[src/rtl/dispatch_pkg.sv]
// -----------------------------------------------------------------------------
// dispatch_pkg
// Shared definitions for the demux dispatch controller.
//   state_e : controller FSM state (IDLE = no word held, HOLD = one word held)
//   LANES   : number of output lanes
//   SEL_W   : width of the lane index / demux select
// -----------------------------------------------------------------------------
package dispatch_pkg;

    localparam int LANES = 4;
    localparam int SEL_W = 2;

    typedef enum logic {
        IDLE = 1'b0,
        HOLD = 1'b1
    } state_e;

endpackage : dispatch_pkg

[src/rtl/two_bits_select_four_demux_module.sv]
// -----------------------------------------------------------------------------
// TWO_BITS_SELECT_FOUR_DEMUX_MODULE
// 1-to-4 demultiplexer: routes the single DATA bit to output bit S; all other
// outputs are 0.
// Ports:
//   DATA : input  1  bit to route
//   S    : input  2  select
//   OUT  : output 4  demuxed bits
// -----------------------------------------------------------------------------
module TWO_BITS_SELECT_FOUR_DEMUX_MODULE (
    input  logic       DATA,
    input  logic [1:0] S,
    output logic [3:0] OUT
);

    always_comb begin
        OUT = 4'b0000;
        case (S)
            2'd0:    OUT[0] = DATA;
            2'd1:    OUT[1] = DATA;
            2'd2:    OUT[2] = DATA;
            default: OUT[3] = DATA;
        endcase
    end

endmodule : TWO_BITS_SELECT_FOUR_DEMUX_MODULE

[src/rtl/demux_dispatch_controller.sv]
// -----------------------------------------------------------------------------
// demux_dispatch_controller
// Holds one upstream word and dispatches it to one of four lanes, picking the
// lane round-robin among the enabled lanes. Sustains one word per cycle when
// the selected lane is ready.
//
// Handshake (valid/ready, both sides): a word moves when valid and ready are
// both high at a rising CLK edge. Valid never depends on ready. Once OUT_VALID
// is raised, OUT_DATA and SEL stay fixed until the selected lane takes it.
//
// Ports:
//   CLK        input   1       clock, rising edge
//   RST_N      input   1       asynchronous active-low reset
//   IN_VALID   input   1       upstream word valid
//   IN_DATA    input   DATA_W  upstream word
//   IN_READY   output  1       word accepted this cycle (combinational)
//   LANE_EN    input   4       per-lane dispatch enable
//   OUT_VALID  output  4       one-hot lane valid
//   OUT_DATA   output  DATA_W  held word, shared by all lanes
//   OUT_READY  input   4       per-lane ready (only the selected bit matters)
//   SEL        output  2       selected lane index
//   BUSY       output  1       high in HOLD; this is the FSM state itself
//   LANE_COUNT output  32      4x8-bit per-lane completion counters
//                              (only when DISPATCH_STATS_EN is defined)
//
// Build option: define DISPATCH_STATS_EN to add LANE_COUNT.
// -----------------------------------------------------------------------------
module demux_dispatch_controller
    import dispatch_pkg::*;
#(
    parameter int DATA_W = 8
) (
    input  logic              CLK,
    input  logic              RST_N,
    input  logic              IN_VALID,
    input  logic [DATA_W-1:0] IN_DATA,
    output logic              IN_READY,
    input  logic [LANES-1:0]  LANE_EN,
    output logic [LANES-1:0]  OUT_VALID,
    output logic [DATA_W-1:0] OUT_DATA,
    input  logic [LANES-1:0]  OUT_READY,
    output logic [SEL_W-1:0]  SEL,
    output logic              BUSY
`ifdef DISPATCH_STATS_EN
    ,
    output logic [31:0]       LANE_COUNT
`endif
);

    // First enabled lane searched from start upward, wrapping. Iterating from
    // the far end down lets the nearest hit overwrite the others. If nothing
    // is enabled the result is start, which is never used (no accept then).
    function automatic logic [SEL_W-1:0] rr_pick(input logic [LANES-1:0] en,
                                                 input logic [SEL_W-1:0] start);
        logic [SEL_W-1:0] idx;
        rr_pick = start;
        for (int k = LANES - 1; k >= 0; k--) begin
            idx = start + SEL_W'(k);
            if (en[idx]) begin
                rr_pick = idx;
            end
        end
    endfunction

    state_e              state_q, state_d;
    logic [SEL_W-1:0]    ptr_q,   ptr_d;
    logic [SEL_W-1:0]    sel_q,   sel_d;
    logic [DATA_W-1:0]   data_q,  data_d;

    logic                busy;
    logic                done;
    logic                accept;
    logic [SEL_W-1:0]    search_base;
    logic [SEL_W-1:0]    cand;

    assign busy   = (state_q == HOLD);
    assign done   = busy && OUT_READY[sel_q];
    // A completing lane frees the holding slot in the same cycle, so a new
    // word may be accepted then as well.
    assign IN_READY = (!busy || OUT_READY[sel_q]) && (LANE_EN != '0);
    assign accept   = IN_VALID && IN_READY;

    // On a back-to-back transfer the pointer has not been written yet, so the
    // search starts from the value it is about to take.
    assign search_base = done ? (sel_q + SEL_W'(1)) : ptr_q;
    assign cand        = rr_pick(LANE_EN, search_base);

    always_comb begin
        state_d = state_q;
        ptr_d   = ptr_q;
        sel_d   = sel_q;
        data_d  = data_q;

        if (done) begin
            ptr_d   = sel_q + SEL_W'(1);
            state_d = IDLE;
        end

        if (accept) begin
            state_d = HOLD;
            sel_d   = cand;
            data_d  = IN_DATA;
        end
    end

    always_ff @(posedge CLK or negedge RST_N) begin
        if (!RST_N) begin
            state_q <= IDLE;
            ptr_q   <= '0;
            sel_q   <= '0;
            data_q  <= '0;
        end else begin
            state_q <= state_d;
            ptr_q   <= ptr_d;
            sel_q   <= sel_d;
            data_q  <= data_d;
        end
    end

    assign BUSY     = busy;
    assign SEL      = sel_q;
    assign OUT_DATA = data_q;

    // Valid is derived from the state flop, so it drops as soon as reset
    // asserts, without waiting for a clock edge.
    TWO_BITS_SELECT_FOUR_DEMUX_MODULE u_valid_demux (
        .DATA (busy),
        .S    (sel_q),
        .OUT  (OUT_VALID)
    );

`ifdef DISPATCH_STATS_EN
    logic [7:0] lane_cnt_q [LANES];
    logic [7:0] lane_cnt_d [LANES];

    // 8-bit counters wrap naturally 255 -> 0.
    always_comb begin
        for (int i = 0; i < LANES; i++) begin
            lane_cnt_d[i] = lane_cnt_q[i];
        end
        if (done) begin
            lane_cnt_d[sel_q] = lane_cnt_q[sel_q] + 8'd1;
        end
    end

    always_ff @(posedge CLK or negedge RST_N) begin
        if (!RST_N) begin
            for (int i = 0; i < LANES; i++) begin
                lane_cnt_q[i] <= '0;
            end
        end else begin
            for (int i = 0; i < LANES; i++) begin
                lane_cnt_q[i] <= lane_cnt_d[i];
            end
        end
    end

    assign LANE_COUNT = {lane_cnt_q[3], lane_cnt_q[2], lane_cnt_q[1], lane_cnt_q[0]};
`endif

endmodule : demux_dispatch_controller

[config.mk]
export PLATFORM = sky130hd
export DESIGN_NAME = demux_dispatch_controller
export DESIGN_NICKNAME = d
export VERILOG_FILES = /design/src/rtl/dispatch_pkg.sv /design/src/rtl/two_bits_select_four_demux_module.sv /design/src/rtl/demux_dispatch_controller.sv
export SDC_FILE = /design/constraint.sdc
export NUM_CORES = 1
export LEC_CHECK = 0
export CAP_MARGIN = 40
export CORE_MARGIN = 1
export CORE_UTILIZATION = 37
export DETAILED_ROUTE_END_ITERATION = 10
export PLACE_DENSITY = 0.76
export RECOVER_POWER = 25
export SETUP_SLACK_MARGIN = 0.1
export SYNTH_ARGS = -nofsm -noshare
export SYNTH_HDL_FRONTEND = slang
export SYNTH_SLANG_ARGS = --single-unit
export TNS_END_PERCENT = 30
[constraint.sdc]
create_clock -name CLK -period 2 [get_ports CLK]
set_clock_uncertainty 0.15 [all_clocks]
set_input_delay 0.4 -clock CLK [delete_from_list [all_inputs] [get_ports CLK]]
set_output_delay 0.4 -clock CLK [all_outputs]
set_load 0.03 [all_outputs]
==> impl_metrics.sql <==
INSERT INTO impl_metrics (metric_group, metric, value, unit) VALUES
('timing', 'grt_setup_unrepaired', 'yes', ''),
('timing', 'number_of_hold_slack_violations_in_the_final_timing_report', '0', ''),
('final_layout', 'drive_above_1_share', '41.9', '%'),
('global_route', 'grt-ovfl-total', '0', ''),
('global_route', 'pin_count_of_the_biggest_net_entering_global_routing', '14', ''),
('timing', 'top_achievable_clock_speed', '481', 'MHz'),
('routing', 'drt-wirelength-per-cell', '13.4', 'µm'),
('final_layout', 'finalNetCount', '153', ''),
('worst_setup_path', 'worst-setup-path-type', 'register to primary output', ''),
('power', 'leakage', '0.651', 'nW'),
('routing', 'vias', '787', ''),
('hold_path', 'worst_min_delay_path_category', 'register to register', ''),
('clock_tree', 'clock_path_buffers', '2', ''),
('clock_tree', 'insertion_delay', '270', 'ps'),
('global_route', 'grt_usage', '20.7', '%'),
('logic_synthesis', 'post_synth_inst_count', '74', ''),
('floorplan', 'core_region_area', '2000', 'µm²'),
('final_layout', 'diodes', '0', ''),
('worst_setup_path', 'cpMaxStageDelayCell', 'mux4_2', ''),
('worst_setup_path', 'cp_max_fo', '2', ''),
('timing', 'setup_viol', '1', ''),
('floorplan', 'starting_density_of_the_core', '40.0', '%'),
('logic_synthesis', 'synth.net_count', '97', ''),
('floorplan', 'chipWidth', '48.5', 'µm'),
('clock_tree', 'clock_tree.root_cell', 'clkbuf_4', ''),
('logic_synthesis', 'yosysUniqueCellTypes', '28', ''),
('global_route', 'grt_pass1_wl', '3670', 'µm'),
('clock_tree', 'cts.sink_count', '13', ''),
('logic_synthesis', 'synth_area_per_cell', '10.8', 'µm²'),
('routing', 'first_pass_iters', '4', ''),
('floorplan', 'floorplan.die.height', '48.5', 'µm'),
('logic_synthesis', 'synthesis.area', '801', 'µm²'),
('global_route', 'grt_pass1_vias', '853', ''),
('clock_tree', 'clock_pin_transition_on_the_worst_setup_and_hold_timing_paths', '80', 'ps'),
('floorplan', 'ioPinCount', '35', ''),
('power', 'vdd_ir_drop_max', '0.980', 'mV'),
('clock_tree', 'cts_inserted_buffers', '3', ''),
('run_status', 'outcome', 'complete, but fails checks', ''),
('run_status', 'failed_checks', 'negative setup slack', ''),
('routing', 'routed_via_density', '5.04', ''),
('place', 'dp_hpwl', '1640', 'µm'),
('run', 'max_cap_viol_count', '0', ''),
('floorplan', 'placement_rows', '16', ''),
('final_layout', 'area_delta_synth_final', '78.4', '%'),
('routing', 'drt_iter0_drc', '5', ''),
('power', 'p_total', '2.20', 'mW'),
('place', 'placer_congestion_estimate', '0.807', ''),
('worst_setup_path', 'critical_path_arrival', '1530', 'ps'),
('timing', 'postLayoutSetupSlackWorst', '-78.2', 'ps'),
('timing', 'tcrit_tclk_final', '104', '%'),
('clock_tree', 'cts_tree', 'built', ''),
('timing', 'slew_viol_final', '0', ''),
('worst_setup_path', 'critical_path.max_stage_delay', '530', 'ps'),
('clock_tree', 'cts_htree_levels', '1', ''),
('worst_setup_path', 'critPathRequiredTime', '1450', 'ps'),
('routing', 'antenna_violating_nets_post_route', '0', ''),
('worst_setup_path', 'critical_path_cell_by_cell', 'mux4_2, nor2b_2, nor2_1, buf_4', ''),
('timing', 'max-slew-margin-rel', '62.9', '%'),
('place', 'dp_slack', '-742', 'ps'),
('clock_tree', 'cts.hold.buffers_added', '0', ''),
('logic_synthesis', 'synth_sequential_area_ratio', '40.6', '%'),
('worst_setup_path', 'endpoint_kind', 'primary output', ''),
('worst_setup_path', 'timing.critical_path.from_type', 'register', ''),
('timing', 'max_slew.worst_pin.slew', '554', 'ps'),
('place', 'port-buffer-count', '34', ''),
('floorplan', 'die_area', '2350', 'µm²'),
('logic_synthesis', 'synth-seq-cells', '13', ''),
('global_route', 'antenna_found_initial', '0', ''),
('power', 'p_per_area', '1540', 'nW/µm²'),
('routing', 'total_drc_errors_in_the_routed_layout', '0', ''),
('routing', 'wirelength', '2100', 'µm'),
('logic_synthesis', 'yosysWarnings', '0', ''),
('timing', 'post-route-min-period', '2080', 'ps');
## where the power goes
part	internal, mW	switching, mW	total (mW)
Sequential	0.390	0.0760	0.466
Combinational	0.789	0.788	1.58
Clock	0.0772	0.0775	0.155
Total	1.26	0.942	2.20
## sequential cells by signal, indices dropped and copies added, names as in the netlist
signal,flops
OUT_DATA,8
SEL,2
BUSY,1
ptr_q,2
## metal layers
layer  track usage (%)  wire [µm]  vias up
li1                  -          -      388
met1              21.4        846      375
met2              40.4       1150       22
met3              6.60         93        2
met4              3.92         10        0
met5                 0          0        -
## path summary, 6_finish.rpt
path	from	endpoint	slack, ps	cells after the start
max	SEL[0]$_DFFE_PN0P_	IN_READY	-80	4
min	OUT_DATA[0]$_DFFE_PN0P_	OUT_DATA[0]$_DFFE_PN0P_	360	1
max reg2reg	SEL[0]$_DFFE_PN0P_	SEL[1]$_DFFE_PN0P_	80	7
min reg2reg	OUT_DATA[0]$_DFFE_PN0P_	OUT_DATA[0]$_DFFE_PN0P_	360	1
max in group asynchronous	RST_N	SEL[0]$_DFFE_PN0P_	900	1
min in group asynchronous	RST_N	BUSY$_DFFE_PN0P_	400	1
## stage by stage
stage / utilization [%] / hold WS, ps / cell area [µm²] / cells / setup TNS (ps)
after global placement: 65.3 / 338 / 1310 / 149 / -3320
after CTS: 70.4 / 351 / 1410 / 157 / -229
after floorplan: - / -45.6 / 838 / 74 / -31.8
after global routing: 71.4 / 377 / 1430 / 156 / -176
after detailed placement: 65.3 / 346 / 1310 / 149 / -3810
final: 71.4 / 361 / 1430 / 156 / -78.2
## worst max-delay path, delay by kind of cell, from the launching register on
kind / cells / cell delay [ps]
buffers and inverters: 1 / 160
flip-flops: 1 / 370
multiplexers: 1 / 530
AND/OR/NAND/NOR: 2 / 200
## cell families (layout without fill, tap and decap cells)
| group | Yosys count | after routing | synth area share (%) |
|---|---|---|---|
| muxes | 11 | 11 | 17.0 |
| AOI/OAI and AO/OA | 23 | 23 | 20.3 |
| buffers and inverters | 7 | 62 | 4.22 |
| and+or+nand+nor | 16 | 16 | 11.6 |
| adders and majority gates | 4 | 4 | 6.25 |
| DFF | 13 | 13 | 40.6 |
## final cells by class
class,count,area [µm²]
clock buffer,4,26.3
fill,147,573
inverter,6,25.0
multi-input combinational,54,539
sequential,13,328
tap,27,33.8
timing repair buffer,52,477
## synthesized netlist by cell type
master	n	area share (%)
a21boi_0	1	0.94
a21o_1	2	1.9
a21oi_1	1	0.62
a311oi_1	2	2.2
a31oi_1	1	0.78
a32o_1	1	1.3
and2_1	4	3.1
buf_6	1	1.4
dfrtp_1	13	41
ha_1	4	6.3
inv_1	6	2.8
mux2_2	8	11
mux2i_1	2	2.5
mux4_1	1	3.3
nand2_1	4	1.9
nand2b_1	2	1.6
nand3b_2	1	1.4
nor2_1	1	0.47
nor2b_1	2	1.6
nor4_1	1	0.78
o211ai_1	2	1.9
o21a_1	1	0.94
o21ai_0	7	4.4
o221ai_1	2	2.2
o22a_1	1	1.1
o31a_2	1	1.3
o31ai_1	1	0.94
or3_1	1	0.78
## placed cells by master (no fill, tap or decap), types with 2 or more instances in the layout
cell type / netlist / layout
a21o_1: 2 / 2
a311oi_1: 2 / 2
and2_4: 0 / 3
buf_4: 0 / 17
buf_6: 1 / 6
clkbuf_4: 0 / 3
clkdlybuf4s50_1: 0 / 21
dfrtp_1: 13 / 11
dfrtp_2: 0 / 2
dlygate4sd2_1: 0 / 7
ha_1: 4 / 2
inv_1: 6 / 4
mux2_4: 0 / 8
mux2i_2: 0 / 2
nand2_1: 4 / 4
nand2b_4: 0 / 2
o211ai_1: 2 / 2
o21ai_0: 7 / 7
o221ai_1: 2 / 2
## repair_timing
item	4_1_cts	5_1_grt
setup buffers	4	0
gates resized for setup	36	8
pin swaps	6	0
gates cloned	0	0
endpoints found under the setup margin	17	9
Power figures use the tool's default switching activity.
